[config.mk]
export PLATFORM = sky130hd
export DESIGN_NAME = hpf_mux
export DESIGN_NICKNAME = d
export VERILOG_FILES = /design/src/rtl/filt_pkg.sv /design/src/rtl/hpf_state_rf.sv /design/src/rtl/hpf_mux.sv
export SDC_FILE = /design/constraint.sdc
export NUM_CORES = 1
export LEC_CHECK = 0
export ABC_CLOCK_PERIOD_IN_PS = 16400
export BUFFER_PORTS_ARGS = -buffer_cell sky130_fd_sc_hd__clkbuf_2
export CORE_ASPECT_RATIO = 0.5
export CORE_UTILIZATION = 56
export DETAILED_ROUTE_END_ITERATION = 12
export PLACE_DENSITY = 0.8
export SLEW_MARGIN = 20
export SYNTH_ARGS = -nofsm -noshare
export SYNTH_HDL_FRONTEND = slang
export SYNTH_SLANG_ARGS = --single-unit
[constraint.sdc]
create_clock -name clk_i -period 16.4 [get_ports clk_i]
set_clock_uncertainty 0.2 [all_clocks]
set_input_delay 0.82 -clock clk_i [delete_from_list [all_inputs] [get_ports clk_i]]
set_output_delay 0.82 -clock clk_i [all_outputs]
set_load 0.02 [all_outputs]
[src/rtl/filt_pkg.sv]
// rtl/filt_pkg.sv - shared FSM state type and channel-width helper for the high-pass mux
package filt_pkg;

  typedef enum logic [1:0] {
    IDLE = 2'd0,
    CALC = 2'd1,
    OUT  = 2'd2
  } hpf_state_e;

  // Channel index width; a single-channel build still carries a 1-bit tag.
  function automatic int calc_ch_w(input int ch_n);
    return (ch_n <= 1) ? 1 : $clog2(ch_n);
  endfunction

endpackage

[src/rtl/hpf_state_rf.sv]
// rtl/hpf_state_rf.sv - per-channel low-pass state register file, one read and one write port
module hpf_state_rf
  import filt_pkg::*;
#(
  parameter  int DATA_W = 16,
  parameter  int CH_N   = 4,
  localparam int CH_W   = calc_ch_w(CH_N)
) (
  input  logic              clk_i,
  input  logic              rst_n_i,
  input  logic              clr_i,
  input  logic [CH_W-1:0]   rd_addr_i,
  output logic [DATA_W-1:0] rd_data_o,
  input  logic              wr_en_i,
  input  logic [CH_W-1:0]   wr_addr_i,
  input  logic [DATA_W-1:0] wr_data_i
);

  logic [DATA_W-1:0] mem_q [CH_N];

  // Storage update: reset and clear zero every entry, clear wins over a write.
  always_ff @(posedge clk_i or negedge rst_n_i) begin
    if (!rst_n_i) begin
      for (int i = 0; i < CH_N; i++) mem_q[i] <= '0;
    end else if (clr_i) begin
      for (int i = 0; i < CH_N; i++) mem_q[i] <= '0;
    end else if (wr_en_i) begin
      for (int i = 0; i < CH_N; i++) begin
        if (wr_addr_i == CH_W'(i)) mem_q[i] <= wr_data_i;
      end
    end
  end

  // Read mux; addresses beyond CH_N-1 read as zero instead of indexing past the array.
  always_comb begin
    rd_data_o = '0;
    for (int i = 0; i < CH_N; i++) begin
      if (rd_addr_i == CH_W'(i)) rd_data_o = mem_q[i];
    end
  end

endmodule

[src/rtl/hpf_mux.sv]
// rtl/hpf_mux.sv - time-multiplexed first-order high-pass filter with valid/ready handshakes
module hpf_mux
  import filt_pkg::*;
#(
  parameter  int DATA_W = 16,
  parameter  int SHR    = 4,
  parameter  int CH_N   = 4,
  localparam int CH_W   = calc_ch_w(CH_N)
) (
  input  logic                     clk_i,
  input  logic                     rst_n_i,
  input  logic                     clr_i,
  input  logic                     in_valid_i,
  output logic                     in_ready_o,
  input  logic [CH_W-1:0]          in_ch_i,
  input  logic [DATA_W-1:0]        in_data_i,
  output logic                     out_valid_o,
  input  logic                     out_ready_i,
  output logic [CH_W-1:0]          out_ch_o,
  output logic signed [DATA_W:0]   out_data_o
);

  localparam logic [CH_W:0] CH_LIM = (CH_W+1)'(CH_N);

  hpf_state_e                state_q;
  logic                      rdy_q;
  logic [DATA_W-1:0]         x_q;
  logic [CH_W-1:0]           ch_q;
  logic [DATA_W-1:0]         lp_rd;
  logic [DATA_W-1:0]         lp_nxt;
  logic signed [DATA_W:0]    hp;
  logic signed [DATA_W:0]    hp_shr;
  logic                      ch_ok;
  logic                      lp_we;

  // Ready is registered so it stays low through reset; a clear masks it in its own cycle.
  assign in_ready_o = rdy_q & ~clr_i;

  // Filter datapath for the captured sample; the lp sum cannot leave [0, 2^DATA_W-1].
  always_comb begin
    ch_ok  = ({1'b0, ch_q} < CH_LIM);
    hp     = $signed({1'b0, x_q}) - $signed({1'b0, lp_rd});
    hp_shr = hp >>> SHR;
    lp_nxt = DATA_W'({1'b0, lp_rd} + hp_shr);
    lp_we  = (state_q == CALC) && ch_ok && !clr_i;
  end

  hpf_state_rf #(
    .DATA_W (DATA_W),
    .CH_N   (CH_N)
  ) u_state_rf (
    .clk_i     (clk_i),
    .rst_n_i   (rst_n_i),
    .clr_i     (clr_i),
    .rd_addr_i (ch_q),
    .rd_data_o (lp_rd),
    .wr_en_i   (lp_we),
    .wr_addr_i (ch_q),
    .wr_data_i (lp_nxt)
  );

  // Control FSM with registered handshake and result outputs; clear drops any in-flight sample.
  always_ff @(posedge clk_i or negedge rst_n_i) begin
    if (!rst_n_i) begin
      state_q     <= IDLE;
      rdy_q       <= 1'b0;
      x_q         <= '0;
      ch_q        <= '0;
      out_valid_o <= 1'b0;
      out_data_o  <= '0;
      out_ch_o    <= '0;
    end else if (clr_i) begin
      state_q     <= IDLE;
      rdy_q       <= 1'b1;
      out_valid_o <= 1'b0;
      out_data_o  <= '0;
      out_ch_o    <= '0;
    end else begin
      case (state_q)
        IDLE: begin
          if (in_valid_i && rdy_q) begin
            x_q     <= in_data_i;
            ch_q    <= in_ch_i;
            rdy_q   <= 1'b0;
            state_q <= CALC;
          end else begin
            rdy_q <= 1'b1;
          end
        end
        CALC: begin
          if (ch_ok) begin
            out_valid_o <= 1'b1;
            out_data_o  <= hp;
            out_ch_o    <= ch_q;
            state_q     <= OUT;
          end else begin
            rdy_q   <= 1'b1;
            state_q <= IDLE;
          end
        end
        OUT: begin
          if (out_ready_i) begin
            out_valid_o <= 1'b0;
            out_data_o  <= '0;
            out_ch_o    <= '0;
            rdy_q       <= 1'b1;
            state_q     <= IDLE;
          end
        end
        default: begin
          rdy_q   <= 1'b1;
          state_q <= IDLE;
        end
      endcase
    end
  end

endmodule

==> results of run 1 <==
cell usage after synthesis, drive strengths merged, types with 4 or more instances:
cell,count,area (um2)
nand2,73,274
a31oi,5,31.3
nor2,55,206
inv,31,116
a211oi,22,165
clkbuf,29,109
o2111ai,4,35.0
buf,4,23.8
nand3b,12,90.1
dfrtp,105,2630
mux4,16,360
xnor2,16,140
mux2,15,169
nor3b,4,30.0
a311oi,6,58.8
a21o,10,75.1
ha,28,350
nand3,15,75.1
and2,5,31.3
o21a,7,52.6
o31ai,13,97.6
a22o,12,105
a211o,6,52.6
and3,7,43.8
nor3,7,35.0
or3,10,62.6
nand2b,12,75.1
o21ai,24,124
nor4,6,37.5
a21oi,41,213
nor2b,5,31.3
worst reg2reg max path: cells and delay by family (launching register included):
kind	cells	cell delay [ns]
buf+inv	2	0.50
simple gates	4	1.28
flops	1	0.38
fa+ha+maj	2	0.69
compound gates	8	2.04
mux	1	0.64
sequential cells by signal, indices dropped and copies added, names as in the netlist:
signal	flops
u_state_rf.mem_q	64
out_data_o	17
x_q	16
ch_q	2
out_ch_o	2
state_q	2
out_valid_o	1
rdy_q	1
cell type report:
| cell class | instances | area (um2) |
|---|---|---|
| inverter | 31 | 116 |
| timing repair buffer | 51 | 278 |
| fill | 817 | 3650 |
| sequential | 105 | 2630 |
| tap | 140 | 175 |
| clock buffer | 11 | 243 |
| clock inverter | 5 | 45.0 |
| multi-input combinational | 473 | 3400 |
through the flow:
stage	setup slack, ns	hold WS [ns]	std cells	util [%]
floorplan	10.89	0.245	642	-
global placement	10.75	0.263	800	62.6
detailed placement	10.68	0.275	800	62.6
CTS	10.60	0.286	816	65.3
global route	10.23	0.302	816	65.3
finish	10.56	0.257	816	65.3
placed cells by master (no fill, tap or decap), drive strengths merged, types with 10 or more instances in the layout:
cell,netlist,final
a211oi,22,22
a21o,10,10
a21oi,41,41
a22o,12,12
clkbuf,29,53
dfrtp,105,105
ha,28,28
inv,31,34
mux2,15,15
mux4,16,16
nand2,73,73
nand2b,12,12
nand3,15,15
nand3b,12,12
nor2,55,55
o21ai,24,24
o31ai,13,13
or3,10,10
xnor2,16,16
kinds of logic (layout without fill, tap and decap cells):
logic type | after synthesis | count (layout)
XOR/XNOR | 19 | 19
buffers and inverters | 64 | 98
flip-flops | 105 | 105
AND/OR/NAND/NOR | 220 | 220
adder cells (fa/ha/maj) | 33 | 33
multiplexers | 34 | 34
AO/OA/AOI/OAI | 167 | 167
final timing paths:
kind / from / end / slack, ns
setup / recovery: ch_q[0] / u_state_rf.mem_q[31] / 10.56
hold / removal: rst_n_i / u_state_rf.mem_q[16] / 0.26
setup reg to reg: ch_q[0] / u_state_rf.mem_q[31] / 10.56
hold reg to reg: out_data_o[7] / out_data_o[7] / 0.28
max in group asynchronous: rst_n_i / u_state_rf.mem_q[42] / 14.53
min in group clk_i: out_data_o[7] / out_data_o[7] / 0.28
routing by layer:
layer,global-route usage (%),up-vias,wire (um)
met1,42.4,2549,7300
met4,6.14,0,199
met5,0,-,0
met3,9.58,25,1690
met2,42.0,258,6650
li1,-,2401,-
report_power, final:
| part | switching [mW] | internal [mW] | total [mW] |
|---|---|---|---|
| Clock | 0.103 | 0.110 | 0.213 |
| Combinational | 0.287 | 0.167 | 0.454 |
| Sequential | 0.0192 | 0.287 | 0.307 |
| Total | 0.409 | 0.564 | 0.973 |
==> impl_metrics.ini, run 1 <==
[pwr]
ir_drop_mv = 0.0695
p_per_area_nw_per_um2 = 141
p_total_mw = 0.973
p_leak_nw = 3.06

[job]
max-cap-violations = 0

[clock_network]
h-tree-depth = 3
clockBufferDepth = 2
clk_latency_ns = 0.35
clkSlewWorstSetupHoldPaths_ns = 0.08
cts_hold_buf = 0
post_cts_buffers = 0
cts_tree = built
postCtsResizedCells = 0
numCtsBuffers = 9
root_buffer = clkbuf_16
cts_sinks = 105

[routing]
vias = 5233
vias_per_cell = 6.41
finalWirelength_um = 15800
first_pass_iters = 5
detail-route-antenna-nets = 0
drt_iter0_markers = 585
drc = 0
wire_per_inst_um = 19.4

[layout]
nNetsFinal = 724
postLayoutCellArea_um2 = 6890
syn2layout_area_growth_pct = 9.86
antenna-diode-count = 0
drive_above_1_share_pct = 16.6

[logic_synthesis]
syn-cell-area_um2 = 6270
synth-async-reset-ratio_pct = 100
synth_top_family_by_area = compound AO/OA/AOI/OAI gates
synth_mux_area_share_pct = 8.92
synth_seq_cells = 105
yosys_warnings = 0
synth-xor-area-share_pct = 2.66
yosys.area_share.simple_pct = 17.0
syn_nets = 695
yosysSeqAreaShare_pct = 41.9
synthCells = 642
synth_edf_count = 0
synth_fa_ha_area_share_pct = 6.77
synth_ff_type = dfrtp_1
yosysUniqueCellTypes = 62
avgSynthCellArea_um2 = 9.76
synth-compound-area-share_pct = 18.8

[placement]
routabilityCongestion = 0.962
port_buffers = 43
placed_cell_area_um2 = 6600
dp_hpwl_um = 10900

[timing]
period_share_pct = 35.6
slew_headroom_pct = 25.0
clock.fmax_mhz = 171
fin_tns_setup_ns = 0
period_needed_ns = 5.84
rsz0062_at_grt = false
hold_viol = 0
final_max_slew_viol_count = 0
worst-slew-pin-transition_ns = 1.12
setup_viol = 0

[outcome]
outcome = finished, final reports clean

[global_route]
grt_usage_pct = 29.1
first_global_vias = 5030
grt_pass1_wl_um = 25900
grt_max_degree = 87
overflow = 0
antenna_found_initial = 0

[die]
fp.coreArea_um2 = 10500
dieArea_um2 = 11600
dieHeight_um = 76.8
start_util_pct = 59.5
dieWidth_um = 152
io-pin-count = 44
num_rows = 26

[hold_path]
hold_path.class = input pin to async pin

[setup_path]
arrival_ns = 5.89
slowest_delay_ns = 0.68
crit_buf_inv = 2
cp-start-kind = register
worstSetupEndpointType = register
crit_fanout = 27
path_class = register to register
cpMaxStageDelayCell = a2111oi_2
path_depth = 17
crit_chain = buf_4 -> mux4_2 -> inv_1 -> ha_1 -> a21o_1 -> a21o_1 -> or3_1 -> o21ai_0 -> a31oi_1 -> and4_1 -> a2111oi_2 -> ha_1 -> and3_1 -> a31oi_1 -> a21oi_2 -> or3_1 -> a311oi_1
worstPathRequired_ns = 16.45
reg2reg_depth = 17
cpLargestDelayFamily = compound AO/OA/AOI/OAI gates
(Power assumes the default switching activity.)
==> run 2: changes to the inputs <==
--- a/config.mk
+++ b/config.mk
@@ -5,7 +5,7 @@
 export SDC_FILE = /design/constraint.sdc
 export NUM_CORES = 1
 export LEC_CHECK = 0
-export ABC_CLOCK_PERIOD_IN_PS = 16400
+export ABC_CLOCK_PERIOD_IN_PS = 5850
 export BUFFER_PORTS_ARGS = -buffer_cell sky130_fd_sc_hd__clkbuf_2
 export CORE_ASPECT_RATIO = 0.5
 export CORE_UTILIZATION = 56
==> constraint.sdc (replaced) <==
create_clock -name clk_i -period 5.85 [get_ports clk_i]
set_clock_uncertainty 0.2 [all_clocks]
set_input_delay 0.2925 -clock clk_i [delete_from_list [all_inputs] [get_ports clk_i]]
set_output_delay 0.2925 -clock clk_i [all_outputs]
set_load 0.02 [all_outputs]
==> run 2 against run 1 <==
Maximum frequency grew 7.9%. Clock power rose to 2.9 times the previous value. Global-route usage increased by 0.32 points. Clock-buffer cell count shrank 2. Sequential share of layout area decreased by 1.2 points. Hold slack got worse by 0.21 ns.
==> impl_metrics.ini, run 2 (synthesized netlist as in run 1, its figures left out) <==
[timing]
period_share_pct = 92.5
slew_headroom_pct = 29.5
final_max_slew_viol_count = 0
period_needed_ns = 5.41
clock.fmax_mhz = 185
fin_ws_ns = 0.438
rsz0062_at_grt = false
setup_viol = 0
fin_tns_setup_ns = 0
whs_ns = 0.0510
worst-slew-pin-transition_ns = 1.05
hold_viol = 0

[setup_path]
critPathLaunch = ch_q[0]
cpMaxStageDelayCell = mux4_2
slowest_delay_ns = 0.57
crit_chain = mux4_2 -> ha_1 -> fa_1 -> maj3_2 -> a211o_1 -> a311o_1 -> a31oi_1 -> a21oi_1 -> xnor2_1 -> ha_1 -> a21oi_1 -> nor2_1 -> nor2_1 -> o21bai_1 -> a31oi_2 -> a21oi_2 -> or3_1 -> a311oi_1
timing.rr.start = ch_q[0]
worstPathRequired_ns = 5.90
worstSetupEndpointType = register
crit_fanout = 7
cp-start-kind = register
arrival_ns = 5.46
path_class = register to register

[pwr]
ir_drop_mv = 0.193
p_leak_nw = 3.15
p_per_area_nw_per_um2 = 391
p_total_mw = 2.78

[placement]
port_buffers = 43
routabilityCongestion = 0.927
dp_hpwl_um = 11300
pre_cts_slack_ns = 0.406

[layout]
largest_reg_flops = 64
syn2layout_area_growth_pct = 13.4
drive_above_1_share_pct = 17.0
final_core_util_pct = 67.4
largest-register = u_state_rf.mem_q
nNetsFinal = 744
layout_commonest_cell = dfrtp_1
largest_registers = u_state_rf.mem_q x64, out_data_o x17, x_q x16
most-common-layout-cells = dfrtp_1, nand2_1, nor2_1, clkbuf_2, a21oi_1
antenna-diode-count = 0

[job]
max-cap-violations = 0

[die]
num_rows = 26
dieArea_um2 = 11600
dieWidth_um = 152
fp.coreArea_um2 = 10500
dieHeight_um = 76.8
start_util_pct = 59.5
io-pin-count = 44

[global_route]
grt_max_degree = 87
overflow = 0
first_global_vias = 4904
antenna_found_initial = 0
grt_usage_pct = 29.4
grt_pass1_wl_um = 25900

[hold_path]
hold_path.class = input pin to register
hold_start = in_ch_i[1]

[outcome]
outcome = finished, final reports clean

[routing]
finalWirelength_um = 16400
wire_per_inst_um = 19.6
vias = 5269
detail-route-antenna-nets = 0
drc = 0
vias_per_cell = 6.30
first_pass_iters = 5
drt_iter0_markers = 558

[clock_network]
h-tree-depth = 3
clockBufferDepth = 2
clkSlewWorstSetupHoldPaths_ns = 0.08
clk_latency_ns = 0.35
cts_tree = built
root_buffer = clkbuf_16
cts_sinks = 105
numCtsBuffers = 9
==> run 2: cell types whose count changed in the layout (fill, tap and decap cells not counted), sizes merged <==
cell	previous run	this run
inv	34	35
clkbuf	53	51
dlygate4sd3	0	18
clkinvlp	1	0
clkinv	1	3
buf	9	11
==> run 2: area by class of cell <==
| class | instances | area (um2) |
|---|---|---|
| clock inverter | 7 | 81.3 |
| inverter | 31 | 116 |
| sequential | 105 | 2630 |
| timing repair buffer | 71 | 473 |
| fill | 839 | 3430 |
| multi-input combinational | 473 | 3410 |
| clock buffer | 9 | 225 |
| tap | 140 | 175 |
==> run 2: where the power goes <==
group,switching [mW],internal (mW)
Sequential,0.0630,0.806
Clock,0.307,0.306
Combinational,0.815,0.483
Total,1.18,1.60
==> run 2: what timing repair did <==
action                     in CTS  in global routing
setup endpoints to repair       0                  4
buffers inserted                0                  0
hold endpoints to repair       62                  0
hold buffers                   18                  0
gates resized for setup         0                  3
==> run 2: final timing paths <==
check	endpoint	slack, ns	cells past startpoint
worst max-delay path	u_state_rf.mem_q[31]	0.44	18
worst min-delay path	ch_q[1]	0.05	2
worst max register to register	u_state_rf.mem_q[31]	0.44	18
worst min register to register	out_data_o[2]	0.28	2
max in group asynchronous	ch_q[1]	3.93	3
min in group asynchronous	u_state_rf.mem_q[24]	0.28	2
==> run 2: through the flow <==
step | std cells | instance area [um2]
2_1_floorplan | 642 | 6270
3_3_place_gp | 802 | 6610
3_5_place_dp | 802 | 6610
4_1_cts | 836 | 7100
5_1_grt | 836 | 7110
6_report | 836 | 7110
==> run 2: critical path: cells and delay by family, from the launching register on <==
family          cells  cell delay, ns
compound gates      9            1.89
fa+ha+maj           4            1.38
simple gates        3            0.59
mux                 1            0.57
flops               1            0.45
xor+xnor            1            0.22
==> run 2: metal layers <==
metal	global-route usage [%]	wire length [um]	up-vias
met5	0	0	-
met1	42.9	7410	2551
met2	41.8	7080	274
li1	-	-	2430
met3	11.0	1760	14
met4	5.64	154	0
==> run 3: changes to the inputs <==
--- a/config.mk
+++ b/config.mk
@@ -14,4 +14,5 @@
 export SLEW_MARGIN = 20
 export SYNTH_ARGS = -nofsm -noshare
 export SYNTH_HDL_FRONTEND = slang
+export SYNTH_HIERARCHICAL = 1
 export SYNTH_SLANG_ARGS = --single-unit
==> run 3 against run 2 <==
Global-route usage fell by 3.3 points. Maximum frequency is 3.7% higher. Sequential power down 4.5%. Critical path depth up 1. Highest routed layer unchanged. Routed wire length down 13%. The flow now finishes with violations (DRC). Design area shrank 0.11%. Worst setup slack gained 0.19 ns. Largest cell class unchanged. Hold slack better by 0.037 ns.
==> impl_metrics.ini, run 3 <==
[layout]
fin_cells = 761
largest_registers = u_state_rf/mem_q x64, out_data_o x17, x_q x16
layout_commonest_cell = dfrtp_1
syn2layout_area_growth_pct = 12.5
nFillCells = 768
largest-register = u_state_rf/mem_q
most-common-layout-cells = dfrtp_1, nand2b_1, mux2i_1, clkbuf_2, ha_1
drive_above_1_share_pct = 17.7
largest_reg_flops = 64
antenna-diode-count = 0
nNetsFinal = 674

[timing]
whs_ns = 0.0884
rsz0062_at_grt = false
setup_viol = 0
fin_ws_ns = 0.632
fin_tns_setup_ns = 0
final_max_slew_viol_count = 0
hold_viol = 0
period_needed_ns = 5.22
slew_headroom_pct = 27.8
clock.fmax_mhz = 192
worst-slew-pin-transition_ns = 1.08
period_share_pct = 89.2

[die]
fp.coreArea_um2 = 10600
dieHeight_um = 77.1
dieWidth_um = 152
io-pin-count = 44
start_util_pct = 59.7
num_rows = 26
dieArea_um2 = 11700

[placement]
dp_cells = 727
dp_hpwl_um = 9650
routabilityCongestion = 0.906
pre_cts_slack_ns = 0.670
port_buffers = 43

[job]
max-cap-violations = 0

[global_route]
grt_max_degree = 88
grt_usage_pct = 26.1
first_global_vias = 4517
grt_pass1_wl_um = 23700
antenna_found_initial = 0
overflow = 0

[logic_synthesis]
synth_common_cells = dfrtp_1, nand2b_1, mux2i_1
syn-cell-area_um2 = 6310
yosys_warnings = 6
synth_edf_count = 0
synth_top_area_share_pct = 41.6
syn_nets = 622
synthTopCellsByArea = dfrtp_1, mux2i_1, nand2b_1, ha_1, mux4_2
synth_ff_type = dfrtp_1
synth.most_common_cell = dfrtp_1
yosysSeqAreaShare_pct = 41.6
synth-async-reset-ratio_pct = 100
yosysUniqueCellTypes = 53
avgSynthCellArea_um2 = 11.2
synth_seq_cells = 105
synthCells = 565
synth_top_area_cell = dfrtp_1

[routing]
vias_per_cell = 5.92
drt_iter0_markers = 383
detail-route-antenna-nets = 0
finalWirelength_um = 14200
drc = 14
wire_per_inst_um = 18.7
first_pass_iters = 10
vias = 4502

[clock_network]
h-tree-depth = 3
cts_sinks = 105
cts_tree = built
clockBufferDepth = 2
clkSlewWorstSetupHoldPaths_ns = 0.07
numCtsBuffers = 9
postCtsResizedCells = 0
root_buffer = clkbuf_16
clk_latency_ns = 0.35

[outcome]
violations = DRC
outcome = finished with violations

[pwr]
ir_drop_mv = 0.147
p_int_mw = 1.49
seq_power_share_pct = 34.7
power_switching_mw = 0.897
p_per_area_nw_per_um2 = 337
p_leak_nw = 3.44
pwr-share-clk_pct = 25.7
power_switching_share_pct = 37.5
pwr-share-comb_pct = 39.5

[setup_path]
worstSetupEndpointType = register
arrival_ns = 5.28
cp-start-kind = register
crit_fanout = 22
reg2reg_depth = 19
path_class = register to register
worstPathRequired_ns = 5.91

[hold_path]
hold_path.class = input pin to register
hold_depth = 3
-- run 3: cell types whose count changed in the layout (fill, tap and decap cells not counted), moves of 8 or more --
cell      previous run  this run
a211oi_1            21         2
o21ai_0             22        13
or3_1               10         0
nor2_1              55        13
a21oi_1             39        22
nand2b_1            12        88
nand3_1             15         7
nand3b_1            12         3
xor2_1               3        11
o31ai_1             13         4
mux2i_1              3        65
inv_1               31        22
nand2_1             73        26
-- run 3: what timing repair did --
item                                   4_1_cts  5_1_grt
buffers inserted                             0        0
endpoints found under the hold margin       42        0
hold buffers                                19        0
-- run 3: critical path: stages (launching register included) --
cell and delay [ns]:
dfrtp_1 0.37, buf_4 0.36, mux4_2 0.62, fa_1 0.45
nand2b_1 0.18, a211oi_1 0.33, o21ai_1 0.17, nand2_1 0.12
o21ai_1 0.10, xnor2_1 0.27, ha_1 0.41, nand2_1 0.13
nor2_2 0.06, a2111oi_4 0.30, nor2_1 0.09, or3_4 0.36
o31ai_4 0.18, xnor2_1 0.14, nand2b_1 0.13, mux2i_1 0.16
-- run 3: cell families after synthesis --
logic type,count (synthesis),synth area share (%)
multiplexers,96,18.7
XOR/XNOR,28,3.89
buffers and inverters,49,3.79
flip-flops,105,41.6
AND/OR/NAND/NOR,160,14.5
AO/OA/AOI/OAI,93,10.5
adder cells (fa/ha/maj),34,6.98
-- run 3: final timing paths --
path / slack [ns] / start / to
max in group asynchronous: 4.25 / rst_n_i / x_q[9]
worst max-delay path: 0.63 / ch_q[0] / u_state_rf/mem_q[15]
worst min register to register: 0.29 / out_data_o[2] / out_data_o[2]
worst max register to register: 0.63 / ch_q[0] / u_state_rf/mem_q[15]
worst min-delay path: 0.09 / out_ready_i / state_q[1]
min in group asynchronous: 0.18 / rst_n_i / u_state_rf/mem_q[51]
-- run 3: routing by layer --
metal,track usage (%),up-vias,wire (um)
met3,6.84,13,970
met5,0,-,0
met4,4.08,0,112
met1,36.9,2245,6820
met2,41.2,142,6320
li1,-,2102,-
-- run 3: per-stage QoR --
step	power, mW	util, %	area [um2]
finish	2.39	67.2	7100
global route	2.52	67.2	7100
CTS	2.38	67.1	7090
detailed placement	1.75	62.4	6600
global placement	1.73	62.4	6600
floorplan	1.54	-	6310
-- run 3: final cells by class --
cell class	instances	area, um2	share of cell area, %
sequential	105	2630	37.0
timing repair buffer	68	457	6.43
clock buffer	9	225	3.17
multi-input combinational	411	3460	48.7
inverter	22	82.6	1.16
clock inverter	6	77.6	1.09
tap	140	175	2.47
-- run 3: power by group through the flow --
stage / registers, mW / logic (mW) / clock network, mW
after floorplan: 0.856 / 0.685 / 0
after global placement: 0.841 / 0.888 / 0
after detailed placement: 0.843 / 0.910 / 0
after CTS: 0.831 / 0.929 / 0.625
after global routing: 0.838 / 1.03 / 0.654
final: 0.830 / 0.945 / 0.615
